### config.mk
export PLATFORM = sky130hd
export DESIGN_NAME = fft_frame_loader
export DESIGN_NICKNAME = d
export VERILOG_FILES = /design/src/rtl/fft_pkg.sv /design/src/rtl/fft_frame_bank.sv /design/src/rtl/fft_frame_loader.sv
export SDC_FILE = /design/constraint.sdc
export NUM_CORES = 1
export LEC_CHECK = 0
export ABC_AREA = 1
export CAP_MARGIN = 20
export CORE_ASPECT_RATIO = 2
export CORE_UTILIZATION = 35
export DETAILED_ROUTE_END_ITERATION = 8
export PLACE_DENSITY = 0.68
export SETUP_SLACK_MARGIN = 0.4
export SYNTH_ARGS = -nofsm -noshare
export SYNTH_HDL_FRONTEND = slang
export SYNTH_SLANG_ARGS = --single-unit
### constraint.sdc
create_clock -name clk -period 4.3 [get_ports clk]
set_input_delay 1.29 -clock clk [delete_from_list [all_inputs] [get_ports clk]]
set_output_delay 1.29 -clock clk [all_outputs]
set_load 0.005 [all_outputs]
### src/rtl/fft_pkg.sv
// Shared constants, complex word type and bit-reversal helper for the 32-point FFT datapath.
package fft_pkg;
    localparam int N      = 32;
    localparam int LOG2N  = 5;
    localparam int DW     = 8;
    localparam int CPLX_W = 2 * DW;

    typedef logic [CPLX_W-1:0] cplx_t;

    function automatic logic [LOG2N-1:0] bitrev(input logic [LOG2N-1:0] idx);
        logic [LOG2N-1:0] r;
        r = '0;
        for (int i = 0; i < LOG2N; i++) begin
            r[i] = idx[LOG2N-1-i];
        end
        return r;
    endfunction
endpackage

### src/rtl/fft_frame_bank.sv
// One N-entry bank of complex words: single write port, all slots exposed on a flat read bus.
module fft_frame_bank
    import fft_pkg::*;
(
    input  logic                  clk,
    input  logic                  rst,
    input  logic                  we,
    input  logic [LOG2N-1:0]      wr_slot,
    input  cplx_t                 wr_data,
    output logic [N*CPLX_W-1:0]   rd_bus
);

    cplx_t mem_q [N];
    cplx_t mem_d [N];

    always_comb begin
        mem_d = mem_q;
        if (we) begin
            mem_d[wr_slot] = wr_data;
        end
    end

    always_ff @(posedge clk) begin
        if (rst) begin
            for (int p = 0; p < N; p++) begin
                mem_q[p] <= '0;
            end
        end else begin
            mem_q <= mem_d;
        end
    end

    always_comb begin
        rd_bus = '0;
        for (int p = 0; p < N; p++) begin
            rd_bus[p*CPLX_W +: CPLX_W] = mem_q[p];
        end
    end

endmodule

### src/rtl/fft_frame_loader.sv
// Ping-pong frame loader: natural-order real samples in, bit-reversed complex frames out.
module fft_frame_loader
    import fft_pkg::*;
(
    input  logic                  clk,
    input  logic                  rst,
    input  logic                  s_valid,
    output logic                  s_ready,
    input  logic [DW-1:0]         s_data,
    input  logic                  s_last,
    output logic                  frame_valid,
    output logic [N*CPLX_W-1:0]   frame_data,
    input  logic                  frame_ack,
    output logic                  frame_err,
    output logic [15:0]           frames_done
);

    localparam logic [LOG2N-1:0] IDX_LAST = LOG2N'(N - 1);

    logic             wr_sel_q, wr_sel_d;
    logic             rd_sel_q, rd_sel_d;
    logic [LOG2N-1:0] wr_idx_q, wr_idx_d;
    logic [1:0]       full_q, full_d;
    logic             frame_err_q, frame_err_d;
    logic [15:0]      frames_done_q, frames_done_d;

    logic             accept, consume, at_last, wr_en;
    logic [N*CPLX_W-1:0] bus0, bus1;

    assign s_ready     = !full_q[wr_sel_q];
    assign frame_valid = full_q[rd_sel_q];
    assign frame_data  = rd_sel_q ? bus1 : bus0;
    assign frame_err   = frame_err_q;
    assign frames_done = frames_done_q;

    assign accept  = s_valid && s_ready;
    assign consume = frame_valid && frame_ack;
    assign at_last = (wr_idx_q == IDX_LAST);

    always_comb begin
        wr_sel_d      = wr_sel_q;
        rd_sel_d      = rd_sel_q;
        wr_idx_d      = wr_idx_q;
        full_d        = full_q;
        frame_err_d   = 1'b0;
        frames_done_d = frames_done_q;
        wr_en         = 1'b0;

        // Consume and completion always target different banks, so both may land together.
        if (consume) begin
            full_d[rd_sel_q] = 1'b0;
            rd_sel_d         = !rd_sel_q;
        end

        if (accept) begin
            if (s_last != at_last) begin
                frame_err_d = 1'b1;
                wr_idx_d    = '0;
            end else begin
                wr_en = 1'b1;
                if (at_last) begin
                    full_d[wr_sel_q] = 1'b1;
                    wr_sel_d         = !wr_sel_q;
                    wr_idx_d         = '0;
                    frames_done_d    = frames_done_q + 16'd1;
                end else begin
                    wr_idx_d = wr_idx_q + LOG2N'(1);
                end
            end
        end
    end

    always_ff @(posedge clk) begin
        if (rst) begin
            wr_sel_q      <= 1'b0;
            rd_sel_q      <= 1'b0;
            wr_idx_q      <= '0;
            full_q        <= '0;
            frame_err_q   <= 1'b0;
            frames_done_q <= '0;
        end else begin
            wr_sel_q      <= wr_sel_d;
            rd_sel_q      <= rd_sel_d;
            wr_idx_q      <= wr_idx_d;
            full_q        <= full_d;
            frame_err_q   <= frame_err_d;
            frames_done_q <= frames_done_d;
        end
    end

    fft_frame_bank u_bank0 (
        .clk     (clk),
        .rst     (rst),
        .we      (wr_en && !wr_sel_q),
        .wr_slot (bitrev(wr_idx_q)),
        .wr_data ({s_data, DW'(0)}),
        .rd_bus  (bus0)
    );

    fft_frame_bank u_bank1 (
        .clk     (clk),
        .rst     (rst),
        .we      (wr_en && wr_sel_q),
        .wr_slot (bitrev(wr_idx_q)),
        .wr_data ({s_data, DW'(0)}),
        .rd_bus  (bus1)
    );

endmodule

==> impl_metrics.toml, run 1 <==
[setup_path]
cp.required_ps = 3010
path_common_cell = "buf_4"
ff2ff_setup_slack_ps = 1200
max_stage_delay_ps = 600
cp-start-kind = "register"
path_class = "reg -> out"
critical_path.max_fanout = 21
crit_chain = "buf_4 > buf_4 > buf_16 > o21ai_0 > clkdlybuf4s50_1"
slowest_stage = "clkdlybuf4s50_1"
cp-end-kind = "output pin"
arrival_ps = 2500

[detailed_routing]
antenna_left = 0
routed-wl-met3_mm = 4.84
wl_met1_mm = 33.2
dr_total_vias = 24669
wl_met2_mm = 41.0
wl_per_cell_um = 16.3
drt_iter0_drc = 1245
vias_per_cell = 4.85
wirelength_mm = 82.7
dr.pass1.iters = 7
maxUsedRoutingLayer = "met4"
drcViolationCount = 4

[synth]
avgSynthCellArea_um2 = 6.72
synth.largest_area_cell = "dfxtp_1"
yosysTopAreaCellShare_pct = 40.8
synth_cells = 3924
synth_area_leaders = "dfxtp_1 (41%), nand2_1 (15%), nor2_1 (7.7%)"
yosysSeqAreaShare_pct = 40.8
yosys.cell_types.count = 25
yosysWarningCount = 0
synth.ff_latch_count = 538
synth_area_um2 = 26400

[floorplan]
dieWidth_um = 196
num_rows = 142
dieArea_um2 = 76600
start_util_pct = 35.3
die_h_um = 390
core_region_area_um2 = 74800
io_pins = 544

[place]
port_buffers = 287
placed_cells = 4990
globalplace.congestion = 0.802
hpwl_mm = 51.0

[timing]
max_slew_margin_pct = 22.8
timing.hold.ws_ps = 461
finalHoldViolCount = 0
final.min_clock_period_ps = 3790
rsz0062_at_grt = "no"
finalMaxSlewViolations = 0
tns_ps = 0
worst_pin_slew_ps = 1160
setup_viol = 0
max_freq_mhz = 264
fin_worst_skew_ps = 22.3
finalCritPeriodShare_pct = 88.3

[grt]
antenna_found_initial = 2
grt.total_usage_pct = 21.0
overflow = 0
grt_max_degree = 117
grt_pass1_wl_mm = 126
grt_pass1_vias = 21930

[layout]
multi_input_comb_area_um2 = 12200
synthToLayoutAreaGrowth_pct = 15.8
final_cells = 5089
nets = 4063
regArea_um2 = 10800
drive_above_1_share_pct = 4.71
n_fill_cell = 7774
final_util_pct = 40.8

[clock_tree]
cts.sinks = 538
cts_tree = "yes"
cts_buffers = 50
path_clk_slew_ps = 70
cts_htree_levels = 2
cts_buffer_depth = 3
ctsHoldBuffers = 0
cts-root-buf = "clkbuf_16"
clk_latency_ps = 610

[pwr]
cellPowerDensity_nw_per_um2 = 327
p_leak_nw = 12.6
peakVddDrop_uv = 275

[flow_run]
maxCapViolations = 0

[outcome]
status = "complete, but fails checks"
violations = "DRC"

[min_path]
min_path_type = "reg -> reg"
-- power by group --
part	switching [mW]	total (mW)	leakage, nW	internal, mW
Sequential	0.00340	4.99	4.33	4.99
Clock	2.07	4.57	0.798	2.50
Combinational	0.369	0.442	7.42	0.0730
Total	2.44	10.0	12.6	7.57
-- sequential cells by signal (all words and copies together), names as in the netlist --
name	count
frame_err	1
frames_done	16
full_q	2
rd_sel_q	1
u_bank0.rd_bus	256
u_bank1.rd_bus	256
wr_idx_q	5
wr_sel_q	1
-- cell families after synthesis --
kind of cell             Yosys count  share of synthesized area (%)
adder cells (fa/ha/maj)            9                          0.427
buffers and inverters            824                           16.4
other                              1                         0.0142
AND/OR/NAND/NOR                 2015                           32.1
AO/OA/AOI/OAI                    535                           10.1
flip-flops                       538                           40.8
XOR/XNOR                           2                         0.0664
-- worst paths after layout --
path,from,end,cells after the start
setup reg to reg,wr_sel_q,u_bank0.rd_bus[460],11
hold / removal,u_bank1.rd_bus[298],u_bank1.rd_bus[298],2
hold reg to reg,u_bank1.rd_bus[298],u_bank1.rd_bus[298],2
setup / recovery,rd_sel_q,frame_data[30],5
-- cells in the final DEF, fill, tap and decap left out, types with 3 or more instances in the layout --
cell,count
nand3_2,5
a21oi_1,271
nand3_1,81
nor2_1,544
inv_1,288
nand2_1,1079
clkdlybuf4s50_1,278
clkinv_4,4
ha_1,9
nor2_2,32
nor3_1,7
nand2_2,5
dfxtp_1,536
buf_4,47
o21ai_0,263
buf_12,14
clkinv_2,6
conb_1,256
clkbuf_8,11
nand4_1,259
clkbuf_16,51
clkbuf_1,13
clkinvlp_4,3
-- area by class of cell --
type / instances / share of cell area, %
Timing Repair Buffer: 344 / 11.6
Tap cell: 1008 / 4.13
Antenna cell: 1 / 0.00819
Multi-Input combinational cell: 2817 / 40.1
Clock buffer: 75 / 4.83
Clock inverter: 16 / 0.536
Inverter: 290 / 3.60
Sequential cell: 538 / 35.3
-- layer usage --
layer	global-route usage [%]	vias up
met5	0	-
met4	9.89	0
met3	3.30	182
met2	37.7	960
met1	24.1	11338
li1	-	12189
-- what timing repair did --
item / 4_1_cts / 5_1_grt
gates resized for setup: 2 / 0
buffers inserted: 2 / 4
setup endpoints to repair: 137 / 4
cloned: 1 / 0
-- per-stage QoR --
stage | area (um^2) | total power [mW] | setup WS [ps]
floorplan | 27300 | 5.56 | 1720
detailed placement | 28800 | 5.55 | 625
global route | 30500 | 10.3 | 492
global placement | 28800 | 5.55 | 623
CTS | 30500 | 10.1 | 408
finish | 30600 | 10.0 | 505
-- cells in the mapped netlist --
library cell  count
nand2_1        1079
xor2_1            1
o21ai_0         264
inv_4             1
nor2_2           33
xnor2_1           1
nand4_1         259
clkbuf_1        186
nor3_1            7
inv_1           288
inv_2             1
buf_6            30
nor2_1          544
nor4_1            1
nand2_2           5
buf_2            31
conb_1            1
buf_4           261
dfxtp_1         538
nand3_4           1
buf_1            26
nand3_2           5
nand3_1          81
ha_1              9
a21oi_1         271
-- worst max-delay path, delay by kind of cell, from the launching register on --
kind / cells / cell delay, ps
buffers and inverters: 4 / 1090
AO/OA/AOI/OAI: 1 / 440
flip-flops: 1 / 360
Note: power is estimated with default switching activity, not from simulation.
==> run 2, diff against run 1 <==
--- a/config.mk
+++ b/config.mk
@@ -9,6 +9,7 @@
 export CAP_MARGIN = 20
 export CORE_ASPECT_RATIO = 2
 export CORE_UTILIZATION = 35
+export CTS_CLUSTER_DIAMETER = 30
 export DETAILED_ROUTE_END_ITERATION = 8
 export PLACE_DENSITY = 0.68
 export SETUP_SLACK_MARGIN = 0.4
==> impl_metrics.toml, run 2 (synthesis results as in run 1) <==
[detailed_routing]
antenna_left = 0
drt_iter0_drc = 1128
wirelength_mm = 83.8
drcViolationCount = 0
wl_met2_mm = 42.1
wl_met1_mm = 33.5
maxUsedRoutingLayer = "met4"
wl_per_cell_um = 16.3
vias_per_cell = 4.84
dr.pass1.iters = 7
dr_total_vias = 24957
routed-wl-met3_mm = 4.94

[layout]
antenna_cells = 0
synthToLayoutAreaGrowth_pct = 21.6
final_cells = 5159
nets = 4100
layout_common_cells = "nand2_1 (1,079), nor2_1 (544), dfxtp_1 (536)"
final_common_cell = "nand2_1"
drive_above_1_share_pct = 6.58

[timing]
finalCritPeriodShare_pct = 88.6
max_slew_margin_pct = 21.8
setup_viol = 0
finalMaxSlewViolations = 0
tns_ps = 0
finalHoldViolCount = 0
worst_pin_slew_ps = 1170
final.min_clock_period_ps = 3810
max_freq_mhz = 262
rsz0062_at_grt = "no"
fin_worst_skew_ps = 27.8

[setup_path]
cp-end-kind = "output pin"
cp.required_ps = 3010
path_class = "reg -> out"
r2r-start = "wr_sel_q"
crit_start = "rd_sel_q"
cp-start-kind = "register"
rr_worst_depth = 11
r2r-end = "u_bank0.rd_bus[445]"
endpoint = "frame_data[47]"
ff2ff_setup_slack_ps = 1200
arrival_ps = 2520
critical_path.max_fanout = 65

[floorplan]
core_region_area_um2 = 74800
dieWidth_um = 196
num_rows = 142
die_h_um = 390
io_pins = 544
start_util_pct = 35.3
dieArea_um2 = 76600

[min_path]
worst_hold_path.num_cells = 2
min_path_type = "reg -> reg"

[clock_tree]
cts_htree_levels = 3
clk_latency_ps = 670
cts_tree = "yes"
ctsHoldBuffers = 0
cts_buffers = 85
cts.sinks = 538
cts_buffer_depth = 3
cts-root-buf = "clkbuf_16"
path_clk_slew_ps = 60

[pwr]
cellPowerDensity_nw_per_um2 = 404
switchingPower_mw = 3.15
p_comb_share_pct = 3.4
peakVddDrop_uv = 348
power.internal_mw = 9.82
swShare_pct = 24.3
seqPwrFrac_pct = 38.5
finalPower_mw = 13.0
pwr-share-clk_pct = 58.0
p_leak_nw = 13.3

[place]
globalplace.congestion = 0.802
placed_cells = 4990
port_buffers = 287
hpwl_mm = 51.0

[grt]
grt_pass1_vias = 22414
grt.total_usage_pct = 21.5
antenna_found_initial = 1
grt_max_degree = 117
grt_pass1_wl_mm = 128
overflow = 0

[outcome]
status = "finished, final reports clean"

[flow_run]
maxCapViolations = 0
run 2: cell types whose count changed in the layout (fill, tap and decap cells not counted), moves of 5 or more:
| cell | delta |
|---|---|
| clkinv_2 | +6 |
| clkbuf_16 | +35 |
| clkbuf_1 | -10 |
| bufinv_16 | +12 |
| clkinv_4 | +5 |
| inv_6 | +12 |
run 2: worst max-delay path: stages, from the launching register on:
cell and delay, ps:
dfxtp_4 370, buf_4 180, buf_16 210, o21ai_0 480
clkdlybuf4s50_1 600
run 2: worst min path at each step:
stage / end / start
after floorplan: u_bank1.rd_bus[104] / u_bank1.rd_bus[104]
after global placement: u_bank1.rd_bus[472] / u_bank1.rd_bus[472]
after detailed placement: u_bank1.rd_bus[298] / u_bank1.rd_bus[298]
after CTS: u_bank1.rd_bus[298] / u_bank1.rd_bus[298]
after global routing: u_bank1.rd_bus[42] / u_bank1.rd_bus[42]
final: u_bank1.rd_bus[444] / u_bank1.rd_bus[444]
run 2: power groups by stage:
stage / Sequential [mW] / Clock, mW / Combinational, mW
2_1_floorplan: 5.11 / 0 / 0.457
3_3_place_gp: 5.11 / 0 / 0.440
3_5_place_dp: 5.11 / 0 / 0.441
4_1_cts: 5.00 / 7.67 / 0.440
5_1_grt: 5.00 / 7.88 / 0.483
6_report: 5.00 / 7.53 / 0.442
run 2: metal layers:
layer | track usage, % | vias to the layer above
li1 | - | 12293
met1 | 24.1 | 11540
met2 | 38.6 | 934
met3 | 4.32 | 190
met4 | 10.3 | 0
met5 | 0 | -
run 2: stage by stage:
step | util (%) | hold WS [ps] | instance area, um^2 | worst slack (ps)
floorplan | - | 441 | 27300 | 1720
global route | 42.9 | 468 | 32100 | 442
finish | 42.9 | 459 | 32100 | 490
detailed placement | 38.5 | 452 | 28800 | 625
CTS | 42.8 | 460 | 32000 | 417
global placement | 38.5 | 448 | 28800 | 623
run 2: area by class of cell:
cell class              instances  area, um^2
flip-flops and latches        538       10800
repair buffers                346        3550
multi-input cells            2817       12200
clock buffers                  98        2290
clock inverters                62         858
fillers                      7617       42700
inverters                     290        1100
well taps                    1008        1260
run 2: repair_timing:
action                     CTS  global route
gates cloned                 1             0
gates resized for setup      2             1
buffers inserted             4             4
setup endpoints to repair  155             2
==> run 3, diff against run 2 <==
--- a/config.mk
+++ b/config.mk
@@ -8,6 +8,7 @@
 export ABC_AREA = 1
 export CAP_MARGIN = 20
 export CORE_ASPECT_RATIO = 2
+export CORE_MARGIN = 2
 export CORE_UTILIZATION = 35
 export CTS_CLUSTER_DIAMETER = 30
 export DETAILED_ROUTE_END_ITERATION = 8
==> impl_metrics.toml, run 3 (synthesis results as in run 1) <==
[outcome]
status = "finished, final reports clean"

[pwr]
cellPowerDensity_nw_per_um2 = 400
p_leak_nw = 13.2
peakVddDrop_uv = 338

[setup_path]
path_class = "reg -> out"
cp-end-kind = "output pin"
crit_family = "buffers and inverters"
cp.required_ps = 3010
critical_path.max_fanout = 10
arrival_ps = 2580
max_stage_delay_ps = 660
path_buf_inv = 2
crit_chain = "buf_4 > o21ai_0 > clkdlybuf4s50_1"
slowest_stage = "clkdlybuf4s50_1"
cp-start-kind = "register"

[timing]
finalHoldViolCount = 0
finalMaxSlewViolations = 0
tns_ps = 0
final.min_clock_period_ps = 3870
max_freq_mhz = 259
worst_pin_slew_ps = 1160
setup_viol = 0
rsz0062_at_grt = "yes"
fin_worst_skew_ps = 34.8
finalCritPeriodShare_pct = 89.9
max_slew_margin_pct = 22.8

[detailed_routing]
dr_total_vias = 24855
drt_iter0_drc = 1285
wl_per_cell_um = 16.5
drcViolationCount = 0
vias_per_cell = 4.81
antenna_left = 0
wirelength_mm = 85.1
dr.pass1.iters = 5

[grt]
met1_usage_pct = 24.2
grt_pass1_wl_mm = 130
use_met3_pct = 4.36
use_met2_pct = 37.9
grt_busiest_layer = "met2"
grt_pass1_vias = 22802
overflow = 0
grt_max_degree = 117
grt.total_usage_pct = 21.5
antenna_found_initial = 2

[place]
globalplace.congestion = 0.804
hpwl_mm = 54.6
placed_cells = 4998
port_buffers = 287

[clock_tree]
cts-root-buf = "clkbuf_16"
cts_tree = "yes"
cts.sinks = 538
path_clk_slew_ps = 60
clk_latency_ps = 680
cts_htree_levels = 3
cts_buffer_depth = 3
cts_buffers = 86

[layout]
nets = 4105
synthToLayoutAreaGrowth_pct = 21.2
final_common_cell = "nand2_1"
final_cells = 5162
layout_common_cells = "nand2_1 (1,079), nor2_1 (543), dfxtp_1 (536)"
drive_above_1_share_pct = 6.74
antenna_cells = 0

[flow_run]
maxCapViolations = 0

[floorplan]
dieArea_um2 = 77700
dieWidth_um = 198
io_pins = 544
start_util_pct = 35.3
core_region_area_um2 = 74800
num_rows = 142
die_h_um = 392

[min_path]
min_path_type = "reg -> reg"
==> run 3: worst paths after layout <==
check        cells after the start                 from  slack [ps]             endpoint
max                              3             rd_sel_q         430      frame_data[396]
min reg2reg                      2  u_bank1.rd_bus[392]         460  u_bank1.rd_bus[392]
min                              2  u_bank1.rd_bus[392]         460  u_bank1.rd_bus[392]
max reg2reg                     13          wr_idx_q[1]        1320  u_bank0.rd_bus[300]
==> run 3: per-layer routing <==
| layer | up-vias | share of wire (%) | wire length [um] |
|---|---|---|---|
| met4 | 4 | 4.8 | 4110 |
| li1 | 12317 | - | - |
| met2 | 934 | 50 | 42200 |
| met5 | - | 0.032 | 27 |
| met3 | 189 | 6.3 | 5370 |
| met1 | 11411 | 39 | 33400 |
==> run 3: layout make-up <==
class                           instances  area, um^2
Tap cell                             1008        1260
Fill cell                            7554       42800
Clock buffer                           91        2230
Multi-Input combinational cell       2817       12200
Timing Repair Buffer                  350        3540
Sequential cell                       538       10800
Clock inverter                         68         835
Inverter                              290        1100
==> run 3: tightest hold or removal path: cells and delay by family, from the launching register on <==
kind,cells,cell delay [ps]
flip-flops,1,310
AO/OA/AOI/OAI,1,50
AND/OR/NAND/NOR,1,60
==> run 3: what timing repair did <==
| action | CTS | global route |
|---|---|---|
| setup endpoints to repair | 120 | 21 |
| resized for setup | 4 | 1 |
| setup buffers | 4 | 1 |
| hold buffers | 0 | 0 |
==> run 3: report_power, final <==
| group | switching, mW | total [mW] | internal (mW) |
|---|---|---|---|
| clock network | 2.84 | 7.33 | 4.50 |
| logic | 0.377 | 0.454 | 0.0764 |
| registers | 0.00338 | 5.00 | 5.00 |
==> run 3: through the flow <==
stage	total power, mW	instance area [um^2]	util [%]	setup slack [ps]	hold WS (ps)
finish	12.8	32000	42.8	434	459
global route	13.2	32000	42.8	343	469
CTS	12.9	32000	42.7	391	460
detailed placement	5.56	28800	38.6	577	452
global placement	5.56	28800	38.6	663	447
floorplan	5.56	27300	-	1720	441
